### src/rtl/adc_pkg.sv
// rtl/adc_pkg.sv - shared types and helpers for the multi-channel ADC model
//
// Contents:
//   state_e     : FSM state encoding (ST_IDLE, ST_CONV)
//   MODE_SINGLE : mode input value for a single-channel conversion
//   MODE_SCAN   : mode input value for a scan of every channel
//   clog2_min1  : ceil(log2(n)) clamped to at least 1, used for index widths
package adc_pkg;

  typedef enum logic {
    ST_IDLE = 1'b0,
    ST_CONV = 1'b1
  } state_e;

  localparam logic MODE_SINGLE = 1'b0;
  localparam logic MODE_SCAN   = 1'b1;

  function automatic int clog2_min1(input int n);
    int r;
    r = 0;
    for (int i = 0; i < 31; i++) begin
      if ((1 << i) < n) r = i + 1;
    end
    return (r < 1) ? 1 : r;
  endfunction

endpackage

### src/rtl/adc_ramp_bank.sv
// rtl/adc_ramp_bank.sv - per-channel deterministic sample ramps
//
// Ports:
//   clk    in  1      clock, rising edge
//   rst    in  1      synchronous active-high reset, clears every ramp
//   adv    in  1      advance ramp[ch] by ch+1 (wraps modulo 2^WIDTH)
//   ch     in  CW     channel addressed for read and advance
//   sample out WIDTH  ramp[ch], combinational read (value before any advance)
module adc_ramp_bank #(
  parameter int WIDTH    = 8,
  parameter int CHANNELS = 4,
  parameter int CW       = 2
) (
  input  logic             clk,
  input  logic             rst,
  input  logic             adv,
  input  logic [CW-1:0]    ch,
  output logic [WIDTH-1:0] sample
);

  logic [WIDTH-1:0] ramp_q [CHANNELS];
  logic [WIDTH-1:0] ramp_d [CHANNELS];

  assign sample = ramp_q[ch];

  // Step size differs per channel so each channel's sequence is distinguishable.
  always_comb begin
    ramp_d = ramp_q;
    if (adv) begin
      ramp_d[ch] = ramp_q[ch] + WIDTH'(ch) + WIDTH'(1);
    end
  end

  always_ff @(posedge clk) begin
    if (rst) begin
      for (int i = 0; i < CHANNELS; i++) begin
        ramp_q[i] <= '0;
      end
    end else begin
      ramp_q <= ramp_d;
    end
  end

endmodule

### src/rtl/adc_multi.sv
// rtl/adc_multi.sv - clocked multi-channel ADC model with single and scan modes
//
// Optional feature macro: ADC_MULTI_OVR_EN (sticky overrun flag on req while busy).
//
// Ports:
//   clk    in  1      clock, rising edge
//   rst    in  1      synchronous active-high reset
//   req    in  1      conversion request, sampled each edge
//   mode   in  1      0 = single, 1 = scan; sampled when req is accepted
//   ch_sel in  CW     channel for single mode; sampled when req is accepted
//   busy   out 1      conversion in progress
//   rdy    out 1      one-cycle pulse, dat/dat_ch just updated
//   dat    out WIDTH  last converted sample, held until the next result
//   dat_ch out CW     channel of dat
//   ovr    out 1      sticky overrun flag (constant 0 unless ADC_MULTI_OVR_EN)
module adc_multi
  import adc_pkg::*;
#(
  parameter int WIDTH       = 8,
  parameter int CHANNELS    = 4,
  parameter int CONV_CYCLES = 4,
  localparam int CW         = clog2_min1(CHANNELS)
) (
  input  logic             clk,
  input  logic             rst,
  input  logic             req,
  input  logic             mode,
  input  logic [CW-1:0]    ch_sel,
  output logic             busy,
  output logic             rdy,
  output logic [WIDTH-1:0] dat,
  output logic [CW-1:0]    dat_ch,
  output logic             ovr
);

  // Counter runs CONV_CYCLES-1 down to 0; the edge seen at 0 completes.
  localparam int               CNT_W    = clog2_min1(CONV_CYCLES);
  localparam logic [CNT_W-1:0] CNT_LOAD = CNT_W'(CONV_CYCLES - 1);
  localparam logic [CW-1:0]    LAST_CH  = CW'(CHANNELS - 1);

  state_e             state_q, state_d;
  logic               mode_q, mode_d;
  logic [CW-1:0]      ch_q, ch_d;
  logic [CNT_W-1:0]   cnt_q, cnt_d;
  logic [WIDTH-1:0]   dat_q, dat_d;
  logic [CW-1:0]      dat_ch_q, dat_ch_d;
  logic               rdy_q, rdy_d;
  logic               adv;
  logic               ch_ok;
  logic [31:0]        ch_sel_ext;
  logic [WIDTH-1:0]   sample;

  adc_ramp_bank #(
    .WIDTH   (WIDTH),
    .CHANNELS(CHANNELS),
    .CW      (CW)
  ) u_ramp (
    .clk   (clk),
    .rst   (rst),
    .adv   (adv),
    .ch    (ch_q),
    .sample(sample)
  );

  always_comb begin
    state_d  = state_q;
    mode_d   = mode_q;
    ch_d     = ch_q;
    cnt_d    = cnt_q;
    dat_d    = dat_q;
    dat_ch_d = dat_ch_q;
    rdy_d    = 1'b0;
    adv      = 1'b0;

    // Widened compare stays meaningful when CHANNELS is not a power of two.
    ch_sel_ext = 32'(ch_sel);
    ch_ok      = (ch_sel_ext < 32'(CHANNELS));

    case (state_q)
      ST_IDLE: begin
        if (req && (mode == MODE_SCAN || ch_ok)) begin
          mode_d  = mode;
          ch_d    = (mode == MODE_SCAN) ? '0 : ch_sel;
          cnt_d   = CNT_LOAD;
          state_d = ST_CONV;
        end
      end
      ST_CONV: begin
        if (cnt_q != '0) begin
          cnt_d = cnt_q - CNT_W'(1);
        end else begin
          adv      = 1'b1;
          dat_d    = sample;
          dat_ch_d = ch_q;
          rdy_d    = 1'b1;
          if (mode_q == MODE_SCAN && ch_q != LAST_CH) begin
            ch_d  = ch_q + CW'(1);
            cnt_d = CNT_LOAD;
          end else begin
            state_d = ST_IDLE;
          end
        end
      end
    endcase
  end

  always_ff @(posedge clk) begin
    if (rst) begin
      state_q  <= ST_IDLE;
      mode_q   <= MODE_SINGLE;
      ch_q     <= '0;
      cnt_q    <= '0;
      dat_q    <= '0;
      dat_ch_q <= '0;
      rdy_q    <= 1'b0;
    end else begin
      state_q  <= state_d;
      mode_q   <= mode_d;
      ch_q     <= ch_d;
      cnt_q    <= cnt_d;
      dat_q    <= dat_d;
      dat_ch_q <= dat_ch_d;
      rdy_q    <= rdy_d;
    end
  end

  assign busy   = (state_q == ST_CONV);
  assign rdy    = rdy_q;
  assign dat    = dat_q;
  assign dat_ch = dat_ch_q;

`ifdef ADC_MULTI_OVR_EN
  logic ovr_q, ovr_d;

  // The late request is still dropped by the FSM; this only records it.
  always_comb begin
    ovr_d = ovr_q | (req && state_q == ST_CONV);
  end

  always_ff @(posedge clk) begin
    if (rst) begin
      ovr_q <= 1'b0;
    end else begin
      ovr_q <= ovr_d;
    end
  end

  assign ovr = ovr_q;
`else
  assign ovr = 1'b0;
`endif

endmodule

### config.mk
export PLATFORM = sky130hd
export DESIGN_NAME = adc_multi
export DESIGN_NICKNAME = d
export VERILOG_FILES = /design/src/rtl/adc_pkg.sv /design/src/rtl/adc_ramp_bank.sv /design/src/rtl/adc_multi.sv
export SDC_FILE = /design/constraint.sdc
export NUM_CORES = 1
export LEC_CHECK = 0
export CAP_MARGIN = 10
export CORE_ASPECT_RATIO = 0.9
export CORE_UTILIZATION = 57
export CTS_CLUSTER_SIZE = 16
export DETAILED_ROUTE_END_ITERATION = 10
export GPL_ROUTABILITY_DRIVEN = 1
export PLACE_DENSITY = 0.77
export REMOVE_ABC_BUFFERS = 1
export SYNTH_ARGS = -nofsm -noshare
export SYNTH_HDL_FRONTEND = slang
export SYNTH_SLANG_ARGS = --single-unit
### constraint.sdc
create_clock -name clk -period 5.8 [get_ports clk]
set_input_delay 1.16 -clock clk [delete_from_list [all_inputs] [get_ports clk]]
set_output_delay 1.16 -clock clk [all_outputs]
set_load 0.02 [all_outputs]
==> impl_results.md <==
- Post-Synth Adder-Cell Area: 4.92%
- Core area: 3530 um2
- Post-DP Area: 2340 um2
- Reg-to-reg startpoint: ch_q[0]
- Post-DRT Antenna Nets: 0
- Hold slack: 458 ps
- Number of CTS-inserted buffers: 5
- Post-synthesis xor/xnor area fraction: 1.60%
- Synth warn: 0
- Global-route wire length before repair: 6.81 mm
- Synth Area in Compound Gates: 16.0%
- Filler instances: 282
- Critical path's slowest cell: dfxtp_1
- Ant diodes: 0
- Top FF cell, synth: dfxtp_1
- CP Capture Type: flop
- Via count: 1638
- Syn Std Cell Area: 2190 um2
- Maximum clock rate: 340 MHz
- GRT Util Overall: 22.3%
- Largest net degree at the start of global routing: 50
- Post-Syn Area per Cell: 9.60 um2
- Share of the synthesized area in the top cell type: 44.8%
- Die X: 67.3 um
- Setup CP Type: flop to flop
- Async set or reset register ratio after synthesis: 0%
- Worst Setup Start Kind: flop
- Final hold violations: 0
- Worst EP required: 5980 ps
- Min Tclk post-route: 2940 ps
- DR WL/cell: 14.3 um
- Max_slew headroom: 55.6%
- Status: finished clean
- Port bufs: 17
- Layout cells sized above 1: 5.53%
- Area of the multi-input gates: 1100 um2
- Via density per instance: 5.87
- Clock skew: 3.74 ps
- Root cell of the clock tree: clkbuf_8
- Setup TNS Final: 0 ps
- Fin util: 68.5%
- Min-Delay Path Class: flop to flop
- Max Slew Vio Count: 0
- Final wirelength: 3.98 mm
- Portion of netlist area occupied by mux cells: 12.1%
- Starting Density: 62.0%
- Flip-flop and latch area: 981 um2
- Hpwl dp: 2.73 mm
- Hold path start: dat[2]
- Area leader, netlist: dfxtp_1
- Remaining global-route overflow: 0
- # Max-Cap Violations: 0
- CTS clk-pin slew, worst paths: 80 ps
- Crit share post-route: 50.6%
- Main combinational cell family by area after synthesis: compound AO/OA/AOI/OAI gates
- Layout overhead on the synthesized area: 10.5%
- Max clock buf depth: 2
- Final setup violation count: 0
- I/O pin count: 19
- NumNets Final: 248
- Iter 0 DRT Violations: 109
- Maximum VDD drop: 0.000157 V
- Hold buffer count at cts: 0
- Synthesized flop and latch total: 49
- Cell Pwr Density: 260 nW/um2
- Number of global-route vias before repair: 1473
- Count leader, synth: dfxtp_1
- GPL Wtd Cong: 0.775
- RSZ-0062 raised after global routing: no
- Rows: 20
- Synth cell count leaders: dfxtp_1, nor2_1, nand2_1, a211oi_1, clkbuf_1
- Router iterations before antenna repair: 4
- Worst path cell trace: mux4_1 -> ha_1 -> nor2b_1 -> o2111ai_2 -> or3_4 -> a311oi_1
- Simple-Gate Fraction of Synth Area: 15.6%
- DRC: 0
- Sequential element share of the synthesized area: 44.8%
- Largest stage delay, worst path: 750 ps
- Setup bufs post-CTS: 0
- CP startpoint: ch_q[0]
- Post-synth cell types: 36
- Crit path buf inv count: 0
- Num Clock Sinks: 49
- TritonCTS clock tree: done
- Synth area leaders: dfxtp_1, a211oi_1, mux4_1, nor2_1, nand2_1
- Clk_lat worst skew: 290 ps
- Mapped Cells: 228
- Die Span Y: 60.8 um
- P_leak: 0.813 nW
- Delay-heaviest family, CP: flip-flops
- H-tree depth: 2
- Critical path fanouts, max: 14
- Number of synthesized flops with an enable pin: 0
- Antenna violations before repair: 0
- Final instance area: 2420 um2
- Worst EP arrival: 3120 ps
- Total power: 0.628 mW
- Post-cts repair resize count: 0
- Die area: 4090 um2
- Slew @ Worst Pin: 665 ps
-- layer usage --
| layer | track usage, % | routed length (um) | up-vias |
|---|---|---|---|
| li1 | - | - | 825 |
| met3 | 4.51 | 146 | 5 |
| met1 | 29.2 | 1970 | 775 |
| met4 | 6.38 | 28 | 0 |
| met2 | 37.3 | 1830 | 33 |
| met5 | 0 | 0 | - |
-- cells by family (layout without fill, tap and decap cells) --
group,Yosys count,in the layout
and+or+nand+nor,77,77
AOI/OAI and AO/OA,50,50
DFF,49,49
buffers and inverters,25,32
muxes,14,14
adders and majority gates,8,8
xor gates and xnor gates,4,4
other,1,1
-- per-stage QoR --
step / instances / worst slack (ps)
after floorplan: 209 / 3210
after global placement: 271 / 3020
after detailed placement: 271 / 2910
after CTS: 279 / 2900
after global routing: 279 / 2730
final: 279 / 2860
-- sequential cells by signal (all words and copies together) (netlist names) --
name,count
mode_q,1
dat,8
cnt_q,2
u_ramp.ramp_q,32
busy,1
rdy,1
dat_ch,2
ch_q,2
-- where the power goes --
group          leakage [nW]  total [mW]  switching [mW]  internal (mW)
Clock                0.0395       0.186           0.100         0.0858
Combinational         0.376      0.0811          0.0460         0.0351
Sequential            0.397       0.360          0.0123          0.348
Total                 0.813       0.628           0.159          0.469
-- final timing paths --
check / to / slack (ps) / depth (start not counted)
max: u_ramp.ramp_q[31] / 2860 / 6
min: dat[2] / 460 / 2
max reg2reg: u_ramp.ramp_q[31] / 2860 / 6
min reg2reg: dat[2] / 460 / 2
-- tightest hold or removal path: stages, from the launching register on --
cell	delay, ps
dfxtp_1	310
nand2_1	50
a21oi_1	50
-- layout make-up --
type / count / area share (%)
sequential: 49 / 40.6
inverter: 6 / 0.932
multi-input combinational: 154 / 45.5
timing repair buffer: 18 / 7.35
tap: 44 / 2.28
clock buffer: 8 / 3.31
-- cells in the final DEF, fill, tap and decap left out, drive strengths merged, types with 2 or more instances in the layout --
cell type	synthesis	final
dfxtp	49	49
nor2	37	37
nand2	24	24
a211oi	22	22
clkdlybuf4s50	0	17
a21oi	13	13
a311oi	8	8
mux4	8	8
clkbuf	15	8
ha	7	7
inv	6	6
mux2i	5	5
and3	4	4
o21ai	4	4
xor2	3	3
nor2b	2	2
nand2b	2	2
or3	2	2
(Power assumes the default switching activity.)
